`config.mk`:
```
export PLATFORM = sky130hd
export DESIGN_NAME = maze_map_loader
export DESIGN_NICKNAME = d
export VERILOG_FILES = /design/src/rtl/maze_map_loader.sv
export SDC_FILE = /design/constraint.sdc
export NUM_CORES = 1
export LEC_CHECK = 0
export ABC_AREA = 1
export BUFFER_PORTS_ARGS = -buffer_cell sky130_fd_sc_hd__clkbuf_2
export CAP_MARGIN = 15
export CORE_MARGIN = 2
export CORE_UTILIZATION = 53
export CTS_BUF_LIST = sky130_fd_sc_hd__clkbuf_4 sky130_fd_sc_hd__clkbuf_8 sky130_fd_sc_hd__clkbuf_16
export DETAILED_ROUTE_END_ITERATION = 12
export GPL_TIMING_DRIVEN = 0
export PLACE_DENSITY = 0.77
export SKIP_LAST_GASP = 1
export SYNTH_ARGS = -nofsm -noshare
export SYNTH_HDL_FRONTEND = slang
export SYNTH_SLANG_ARGS = --single-unit
```
`constraint.sdc`:
```
create_clock -name clk -period 3.8 [get_ports clk]
set_input_delay 0.76 -clock clk [delete_from_list [all_inputs] [get_ports clk]]
set_output_delay 0.76 -clock clk [all_outputs]
set_load 0.02 [all_outputs]
```
`src/rtl/maze_map_loader.sv`:
```
// maze_map_loader: streams an 8x8 maze map into SRAM, validates cells and
// terminal indices, appends an 0xFF end-of-list marker, then pulses start.
//
// Ports:
//   clk, reset          clock and synchronous active-high reset
//   load                request a new map load (honoured in IDLE/DONE)
//   s_valid/s_ready     byte stream handshake; s_data byte, s_last final byte
//   address, data_out   SRAM write address / data (registered)
//   cs, we              SRAM chip select / write enable (registered)
//   start               one-cycle pulse once the map is fully written
//   busy                loader active (GRID, TERM, SENTINEL, START)
//   err                 0 none, 1 illegal cell, 2 short stream, 3 bad terminal
module maze_map_loader #(
  parameter int DATA_WIDTH = 8,
  parameter int ADDR_WIDTH = 8,
  parameter int MAX_GRID = 64,
  parameter int MAX_TERMINAL = 64,
  parameter logic [ADDR_WIDTH-1:0] TERM_BASE = 8'h80
) (
  input  logic                  clk,
  input  logic                  reset,
  input  logic                  load,
  input  logic                  s_valid,
  input  logic [DATA_WIDTH-1:0] s_data,
  input  logic                  s_last,
  output logic                  s_ready,
  output logic [ADDR_WIDTH-1:0] address,
  output logic [DATA_WIDTH-1:0] data_out,
  output logic                  cs,
  output logic                  we,
  output logic                  start,
  output logic                  busy,
  output logic [1:0]            err
);

  typedef enum logic [2:0] {
    S_IDLE, S_GRID, S_TERM, S_SENT,
    S_START, S_DONE, S_ERROR
  } state_t;

  localparam logic [6:0] LAST_CELL = 7'(MAX_GRID - 1);
  localparam logic [6:0] TERM_FULL = 7'(MAX_TERMINAL);
  localparam logic [DATA_WIDTH-1:0] C_FREE = DATA_WIDTH'(8'h00);
  localparam logic [DATA_WIDTH-1:0] C_OBST = DATA_WIDTH'(8'hFF);
  localparam logic [DATA_WIDTH-1:0] C_TERM = DATA_WIDTH'(8'hEE);

  state_t                r_state, w_state_nx;
  logic [6:0]            r_cell, w_cell_nx;
  logic [6:0]            r_term, w_term_nx;
  logic [MAX_GRID-1:0]   r_mask, w_mask_nx;
  logic [1:0]            r_err, w_err_nx;
  logic                  r_wr, w_wr;
  logic [ADDR_WIDTH-1:0] r_addr, w_wr_addr;
  logic [DATA_WIDTH-1:0] r_data, w_wr_data;

  logic       w_hs;
  logic       w_cell_ok;
  logic       w_idx_ok;
  logic [5:0] w_idx;

  assign s_ready = (r_state == S_GRID) || (r_state == S_TERM);
  assign busy = s_ready || (r_state == S_SENT) ||
                (r_state == S_START);
  assign start = (r_state == S_START);
  assign address = r_addr;
  assign data_out = r_data;
  assign cs = r_wr;
  assign we = r_wr;
  assign err = r_err;

  assign w_hs = s_valid && s_ready;
  assign w_cell_ok = (s_data == C_FREE) || (s_data == C_OBST) ||
                     (s_data == C_TERM);
  assign w_idx_ok = (s_data < DATA_WIDTH'(MAX_GRID));
  assign w_idx = s_data[5:0];

  always_comb begin
    w_state_nx = r_state;
    w_cell_nx = r_cell;
    w_term_nx = r_term;
    w_mask_nx = r_mask;
    w_err_nx = r_err;
    w_wr = 1'b0;
    w_wr_addr = r_addr;
    w_wr_data = r_data;
    unique case (r_state)
      S_IDLE, S_DONE: begin
        if (load) begin
          w_state_nx = S_GRID;
          w_cell_nx = '0;
          w_term_nx = '0;
          w_mask_nx = '0;
          w_err_nx = 2'd0;
        end
      end
      S_GRID: begin
        if (w_hs) begin
          w_cell_nx = r_cell + 7'd1;
          if (!w_cell_ok) begin
            w_state_nx = S_ERROR;
            w_err_nx = 2'd1;
          end else if (s_last) begin
            // the stream must continue into the terminal list
            w_state_nx = S_ERROR;
            w_err_nx = 2'd2;
          end else begin
            w_wr = 1'b1;
            w_wr_addr = ADDR_WIDTH'(r_cell);
            w_wr_data = s_data;
            if (s_data == C_TERM) w_mask_nx[r_cell[5:0]] = 1'b1;
            if (r_cell == LAST_CELL) w_state_nx = S_TERM;
          end
        end
      end
      S_TERM: begin
        if (w_hs) begin
          if (r_term == TERM_FULL || !w_idx_ok || !r_mask[w_idx]) begin
            w_state_nx = S_ERROR;
            w_err_nx = 2'd3;
          end else if (s_last && r_term == 7'd0) begin
            // a route needs at least two terminals
            w_state_nx = S_ERROR;
            w_err_nx = 2'd2;
          end else begin
            w_wr = 1'b1;
            w_wr_addr = TERM_BASE + ADDR_WIDTH'(r_term);
            w_wr_data = s_data;
            // clearing the bit makes a repeated index illegal
            w_mask_nx[w_idx] = 1'b0;
            w_term_nx = r_term + 7'd1;
            if (s_last) w_state_nx = S_SENT;
          end
        end
      end
      S_SENT: begin
        w_wr = 1'b1;
        w_wr_addr = TERM_BASE + ADDR_WIDTH'(r_term);
        w_wr_data = C_OBST;
        w_state_nx = S_START;
      end
      S_START: w_state_nx = S_DONE;
      S_ERROR: w_state_nx = S_ERROR;
      default: w_state_nx = S_IDLE;
    endcase
  end

  always_ff @(posedge clk) begin
    if (reset) begin
      r_state <= S_IDLE;
      r_cell <= '0;
      r_term <= '0;
      r_mask <= '0;
      r_err <= 2'd0;
      r_wr <= 1'b0;
      r_addr <= '0;
      r_data <= '0;
    end else begin
      r_state <= w_state_nx;
      r_cell <= w_cell_nx;
      r_term <= w_term_nx;
      r_mask <= w_mask_nx;
      r_err <= w_err_nx;
      r_wr <= w_wr;
      r_addr <= w_wr_addr;
      r_data <= w_wr_data;
    end
  end

endmodule

```
# Yosys cells after proc, flatten, opt, wreduce, memory -nomap -nowiden
# Cells that the tools add are included.
word_totals:
  mem_count: 0
  register_bits: 100
  output_inout_bits: 23
  latchBits: 0
  inputBits: 13
  mem_bits_ro: 0
  ramBits: 0
op_classes:
  n_eq_ne: 22
  div: 0
  n_bitwise: 3
  multipliers: 0
  add_sub_neg: 3
  n_mux: 61
  n_reduce_logical: 27
  n_lt_le_gt_ge: 5
  shift: 0
ops:
  columns: ["op", "count"]
  rows:
  - ["$mux 64", 8]
  - ["$pmux 64 s3", 1]
  - ["$mux 8", 12]
  - ["$and 64x64->64", 1]
  - ["$not 64->64", 1]
  - ["$or 64x64->64", 1]
  - ["$pmux 8 s3", 2]
  - ["$mux 7", 5]
  - ["$pmux 7 s2", 2]
  - ["$mux 3", 9]
  - ["$pmux 3 s6", 1]
  - ["$eq 8x8->1 const B", 2]
  - ["$add 7x1->7 const B", 2]
  - ["$lt 6x7->1 const B", 2]
  - ["$mux 2", 7]
  - ["$ne 2x2->1 const B", 7]
  - ["$demux 1 s6", 2]
  - ["$ge 6x1->1 const B", 2]
  - ["$reduce_and 5->1", 2]
  - ["$eq 3x3->1 const B", 3]
  - ["$mux 1", 9]
  - ["$reduce_and 9->1", 1]
  - ["$add 8x7->8 const A", 1]
  - ["$logic_not 8->1", 1]
  - ["24 further kinds", 37]

# Logic depth before layout (Yosys ltp)
# Gate-level depths: netlist (run 1).
depth:
  depth_word: 10
  mapped_depth: 20
  mapped_depth_nobuf: 17

# Least setup slack after synthesis (run 1)
# No wires, ideal clock.
synth_timing:
  path_type: "input to register"
  startpoint: "in s_data[0]"
  endpoint: "reg r_mask[63]"
  path_stages: 18
  required_ps: 3687
  slack_ps: 1365
  arrival_time_ps: 2322
  setup_ps: 113
  path_cell_list: "buf_2 > buf_2 > o21ai_0 > nand2_1 > nand2_1 > nand2_1 > nand2_1 > nand2_1 > nand2_1 > nor2_1 > nand2_2 > nand3_1 > nand2_2 > nand3_2 > buf_6 > buf_6 > nor2_1 > nor2_1"
synth_between:
  elab_chain_cells: 10
synth_rtl:
  columns: ["element", "line_no", "source"]
  rows:
  - ["start: declaration", "24", "input logic [DATA_WIDTH-1:0] s_data,"]
  - ["$lt 6x7->1 (implied by the code) or $ge 6x1->1 (tied branches)", "129", "w_mask_nx[w_idx] = 1'b0;"]
  - ["$logic_and 1x1->1 (implied by the code)", "129", null]
  - ["$mux 1 (implied by the code)", "129", null]
  - ["$demux 1 s6", "129", null]
  - ["$not 64->64 (no line)", null, null]
  - ["$and 64x64->64 (no line)", null, null]
  - ["$mux 64", "120", "end else if (s_last && r_term == 7'd0) begin"]
  - ["$mux 64", "117", "if (r_term == TERM_FULL || !w_idx_ok || !r_mask[w_idx]) begin"]
  - ["$mux 64", "116", "if (w_hs) begin"]
  - ["$pmux 64 s3", "86", "unique case (r_state)"]
  - ["end signal: assignment", "161", "r_mask <= w_mask_nx;"]
  - ["end: declaration", "50", "logic [MAX_GRID-1:0] r_mask, w_mask_nx;"]
# Parallel ways exist; a longest one is shown, timed or not. The select of a mux whose other input is x is not followed.
# A chain may end at the register's enable or synchronous reset.

# Final worst setup path (run 1)
layout_timing:
  startpoint: "in s_data[1]"
  endpoint: "reg r_mask[9]"
# The elaborated chain is that of the path after synthesis.

==> impl_metrics.toml, run 1 <==
[sta]
setup_viol = 0
tns_ns = 0
slew_viol_final = 0
period_needed_ns = 2.963
grt_setup_unrepaired = "no"
fmax_ghz = 0.3375
worst_slew_pin_slew_ns = 1.137
hold_violations = 0
fin_skew_ns = 0.009712
slew_headroom_pct = 23.60
fin_crit_sh_pct = 77.98

[yosys]
yosysWarnings = 0
syn_nets = 1261
ys_top_cells_by_area = "dfxtp_1 28%, nand2_1 18%, inv_1 10%"
avgSynthCellArea_um2 = 5.762
synth_most_common_cell = "nand2_1"
synth_seq_cells = 100
synth_commonest_cells = "345 x nand2_1, 191 x inv_1, 169 x nor2_1"
synth-main-ff-cell = "dfxtp_1"
synth-edff-count = 0
ys_seq_area_share_pct = 27.91
async_flop_share_pct = 0
netlist.top_cell.by_area = "dfxtp_1"
synth_cell_types = 33
netlist_instances = 1245
synth_top_cell_area_share_pct = 27.91
syn_area_mm2 = 0.007173

[clocking]
h-tree-depth = 3
cts_resized = 0
clk_latency_ns = 0.37
path_clk_slew_ns = 0.07
hold_buffers = 0
clk_path_buf_depth = 2
cts_buffers = 9
post-cts-setup-buffer-count = 0
cts_root_buffer = "clkbuf_16"
cts_tree = "done"
clock_sinks = 100

[grt]
global_route.usage.total_pct = 35.79
antenna_found_initial = 0
grt_max_degree = 16
grt_pass1_vias = 7321
grt_pass1_wl_um = 40010
overflow = 0

[setup_path]
end_kind = "register"
r2r_setup_slack_ns = 1.13
path_class = "input pin to register"
crit_fanout = 10
reg2reg_to = "r_mask[37]$_SDFFE_PP0P_"
critPathArrivalTime_ns = 3.23
crit_path_start_kind = "input pin"
cp.required_ns = 4.07
r2r_start = "r_cell[2]$_SDFFE_PP0P_"
ff2ff_path_depth = 9

[pwr]
finalPower_mw = 7.532
max-vdd-ir-drop_uv = 334.3
powerDensity_mw_per_mm2 = 953.1
power_leakage_nw = 3.754

[final_layout]
diodes = 0
areaGrowthSynthToFinish_pct = 10.17
final_nets = 1305
finalInstanceArea_mm2 = 0.007903
drive_gt1_share_pct = 8.043

[floorplanning]
die_x_um = 120.3
rows = 42
core_area_mm2 = 0.01324
design.portCount = 36
die_h_um = 120.3
start_util_pct = 54.17
die_area_mm2 = 0.01448

[drt]
avgRoutedWirePerCell_um = 17.25
drt_iter0_drc = 1068
route.detailed.drc = 0
first_pass_iters = 8
ant_nets = 0
vias_per_cell = 5.734
routed-via-count = 8423
routed_wl_um = 25350

[hold_path]
hold_path_depth = 2
hp-class = "register to register"
min_to = "r_term[5]$_SDFFE_PP0P_"
min_from = "r_term[5]$_SDFFE_PP0P_"

[outcome]
outcome = "complete, no violations"

[run]
maxCapViolations = 0

[placed_design]
dp_hpwl_um = 18040
port-buffer-count = 33
place_area_mm2 = 0.007559
gp_congestion = 1.058
area by class of cell:
type / count / area, um2
Sequential cell: 100 / 2002
Timing Repair Buffer: 33 / 165.2
Clock buffer: 11 / 246.5
Inverter: 202 / 760.7
Clock inverter: 4 / 97.59
Tap cell: 176 / 220.2
Multi-Input combinational cell: 876 / 4075
Fill cell: 1359 / 5340
Buffer: 67 / 335.3
metal layers:
metal / vias to the layer above / global-route usage (%) / part of all wire, %
li1: 4053 / - / -
met1: 3748 / 50.24 / 41
met2: 513 / 51.03 / 41
met3: 109 / 7.783 / 12
met4: 0 / 19.11 / 5.6
met5: - / 0 / 0
cell usage in the layout (no fill, tap or decap), drive strengths merged, types with 22 or more instances in the layout:
master and n:
nand2 347, inv 202, nor2 176, o21ai 109, dfxtp 100, clkbuf 79
a21oi 61, nand4 52, a211oi 40, nand3 36, buf 32, o211ai 22
critical path, stage by stage:
cell and delay (ns):
clkbuf_2 0.11, buf_2 0.20, nor2_1 0.16, nand2_1 0.13
nor2_1 0.26, nand2_1 0.10, nand3_1 0.11, nor2_1 0.07
a21oi_2 0.45, clkbuf_1 0.49, nand4_1 0.24, nand2_1 0.10
nor2_1 0.04
state kept, by name, summed over array words and instances (netlist names):
signal	flops
err	2
data_out	8
address	8
r_mask	64
r_term	7
r_cell	7
cs	1
r_state	3
cells by family (layout without fill, tap and decap cells):
group                      count (synthesis)  after routing  share of synthesized area (%)
buffers and inverters                    269            317                          15.28
AOI/OAI and AO/OA                        234            234                          18.68
adders and majority gates                  3              3                         0.5233
DFF                                      100            100                          27.91
xor gates and xnor gates                   4              4                         0.4884
and+or+nand+nor                          635            635                          37.12
metrics by stage:
stage | setup slack, ns | std cells | hold slack (ns) | util [%]
2_1_floorplan | 1.365 | 1245 | 0.4540 | -
3_3_place_gp | 0.5480 | 1454 | 0.4645 | 57.08
3_5_place_dp | 0.5487 | 1454 | 0.4745 | 57.08
4_1_cts | 0.9243 | 1469 | 0.4849 | 59.68
5_1_grt | 0.6825 | 1469 | 0.4928 | 59.68
6_report | 0.8366 | 1469 | 0.4875 | 59.68
power by group:
group | switching, mW | internal [mW] | total (mW)
registers | 0.281 | 1.52 | 1.80
logic | 3.19 | 1.43 | 4.62
clock network | 0.440 | 0.666 | 1.11
total | 3.91 | 3.62 | 7.53
worst max-delay path by stage:
stage / start / to / slack (ns) / cells after the start
after detailed placement: s_data[1] / r_mask[18]$_SDFFE_PP0P_ / 0.55 / 14
after CTS: s_data[1] / r_mask[18]$_SDFFE_PP0P_ / 0.92 / 14
final: s_data[1] / r_mask[9]$_SDFFE_PP0P_ / 0.84 / 13
after floorplan: s_data[0] / r_mask[63]$_SDFFE_PP0P_ / 1.37 / 18
after global placement: s_data[1] / r_mask[9]$_SDFFE_PP0P_ / 0.55 / 13
after global routing: s_data[1] / r_mask[18]$_SDFFE_PP0P_ / 0.68 / 14
Note: power is estimated with default switching activity, not from simulation.
==> run 2: changes to the inputs <==
==> constraint.sdc (replaced) <==
create_clock -name clk -period 2.75 [get_ports clk]
set_input_delay 0.55 -clock clk [delete_from_list [all_inputs] [get_ports clk]]
set_output_delay 0.55 -clock clk [all_outputs]
set_load 0.02 [all_outputs]
==> run 2 against run 1 <==
Global-route usage unchanged. Register-to-register slack worse by 1.0 ns. Worst setup slack worse by 0.74 ns. Largest cell class unchanged. Sequential share of layout area down 0.068 points. Clock power up 38%. Largest power group unchanged. Sequential power up 38%. Final area up 0.27%. Clock skew down 0.0021 ns. Final cell count unchanged. Worst hold slack better by 0.00092 ns. Via count up 1.1%. Critical path type unchanged.
==> impl_metrics.toml, run 2 (same netlist as run 1, synthesis figures left out) <==
[outcome]
outcome = "complete, no violations"

[sta]
setup_viol = 0
fin_skew_ns = 0.007620
period_needed_ns = 2.654
slew_headroom_pct = 35.53
slew_viol_final = 0
hold_slack_ns = 0.4884
fin_crit_sh_pct = 96.50
worst_slew_pin_slew_ns = 0.9596
tns_ns = 0
fmax_ghz = 0.3768
setup_ws_ns = 0.09626
hold_violations = 0

[drt]
routed_wl_um = 25470
first_pass_iters = 7
avgRoutedWirePerCell_um = 17.34
ant_nets = 0
routed-via-count = 8519
drt_iter0_drc = 1027
vias_per_cell = 5.799
route.detailed.drc = 0

[floorplanning]
die_area_mm2 = 0.01448
start_util_pct = 54.17
die_x_um = 120.3
core_area_mm2 = 0.01324
design.portCount = 36
die_h_um = 120.3
rows = 42

[setup_path]
crit_fanout = 10
critPathArrivalTime_ns = 2.92
cp.required_ns = 3.02
cpMostUsedCell = "nor2_1"
path_class = "input pin to register"
path_buf_inv = 3
cpMaxStageDelayCell = "clkbuf_1"
crit_path_start_kind = "input pin"
cpPeakStageDelay_ns = 0.48
end_kind = "register"
path_delay_family = "simple AND/OR/NAND/NOR gates"
critical_path.cell_chain = "clkbuf_2, buf_2, nor2_1, nand2_1, nor2_1, nand2_1, nand3_1, nor2_1, a21oi_4, clkbuf_1, nand4_1, nand2_1, nor2_1"

[final_layout]
final_common_cell = "nand2_1"
areaGrowthSynthToFinish_pct = 10.47
largest-register = "r_mask"
fin_util_pct = 59.84
final.fill_count = 1355
largest_reg_flops = 64
final_nets = 1305
final_cell_mix = "345 x nand2_1, 191 x inv_1, 169 x nor2_1"
diodes = 0
drive_gt1_share_pct = 8.275

[grt]
antenna_found_initial = 0
grt_pass1_wl_um = 40010
global_route.usage.total_pct = 35.79
overflow = 0
grt_pass1_vias = 7321
grt_max_degree = 16

[hold_path]
hp-class = "register to register"

[pwr]
switching_share_pct = 51.99
p_switching_mw = 5.421
intPower_mw = 5.006
max-vdd-ir-drop_uv = 465.1
finalPower_mw = 10.43
power_leakage_nw = 3.761
power_frac_seq_pct = 23.9
power_frac_comb_pct = 61.5
clkPwrFrac_pct = 14.6
powerDensity_mw_per_mm2 = 1316

[clocking]
cts_tree = "done"
cts_buffers = 9
clock_sinks = 100
clk_path_buf_depth = 2
hold_buffers = 0
h-tree-depth = 3
clk_latency_ns = 0.37
path_clk_slew_ns = 0.07
cts_root_buffer = "clkbuf_16"
post-cts-setup-buffer-count = 0

[placed_design]
dp_hpwl_um = 18040
port-buffer-count = 33
pre_cts_ws_ns = -0.2913
gp_congestion = 1.058

[run]
maxCapViolations = 0
## run 2: cell count changes in the layout (fill, tap and decap cells not counted), sizes merged
cell / change
buf: -1
clkbuf: +1
## run 2: tightest hold or removal path, stage by stage (launching register included)
cell and delay [ns]:
dfxtp_1 0.33, nand2_1 0.06, a21oi_1 0.05
## run 2: layer usage
layer / track usage, % / part of all wire [%] / up-vias
met5: 0 / 0 / -
met4: 19.11 / 5.4 / 0
met3: 7.783 / 12 / 114
met2: 51.03 / 41 / 544
met1: 50.24 / 42 / 3802
li1: - / - / 4059
## run 2: power groups by stage
stage | sequential [mW] | clock [mW] | combinational [mW]
after floorplan | 2.55 | 0 | 4.56
after global placement | 2.49 | 0 | 6.10
after detailed placement | 2.50 | 0 | 6.18
after CTS | 2.48 | 1.53 | 6.22
after global routing | 2.55 | 1.61 | 7.24
final | 2.49 | 1.53 | 6.41
## run 2: layout make-up
class | count | area, um2 | share of cell area (%)
clock inverter | 4 | 97.59 | 1.232
inverter | 202 | 760.7 | 9.601
multi-input combinational | 876 | 4093 | 51.65
tap | 176 | 220.2 | 2.779
clock buffer | 11 | 246.5 | 3.111
buffer | 67 | 339.1 | 4.279
timing repair buffer | 33 | 165.2 | 2.084
sequential | 100 | 2002 | 25.26
## run 2: per-stage QoR
stage / cell area [um2] / std cells
2_1_floorplan: 7173 / 1245
3_3_place_gp: 7559 / 1454
3_5_place_dp: 7559 / 1454
4_1_cts: 7903 / 1469
5_1_grt: 7924 / 1469
6_report: 7924 / 1469
## run 2: final timing paths
path	from	to	slack, ns	cells after the start
max	s_data[1]	r_mask[9]$_SDFFE_PP0P_	0.1	13
max reg2reg	r_state[2]$_SDFFE_PP0P_	r_mask[9]$_SDFFE_PP0P_	0.11	14
min	r_term[5]$_SDFFE_PP0P_	r_term[5]$_SDFFE_PP0P_	0.49	2
min reg2reg	r_term[5]$_SDFFE_PP0P_	r_term[5]$_SDFFE_PP0P_	0.49	2
## run 2: what timing repair did
action / 4_1_cts / 5_1_grt
resized for setup: 0 / 6
hold endpoints to repair: 0 / 0
setup endpoints to repair: 0 / 71
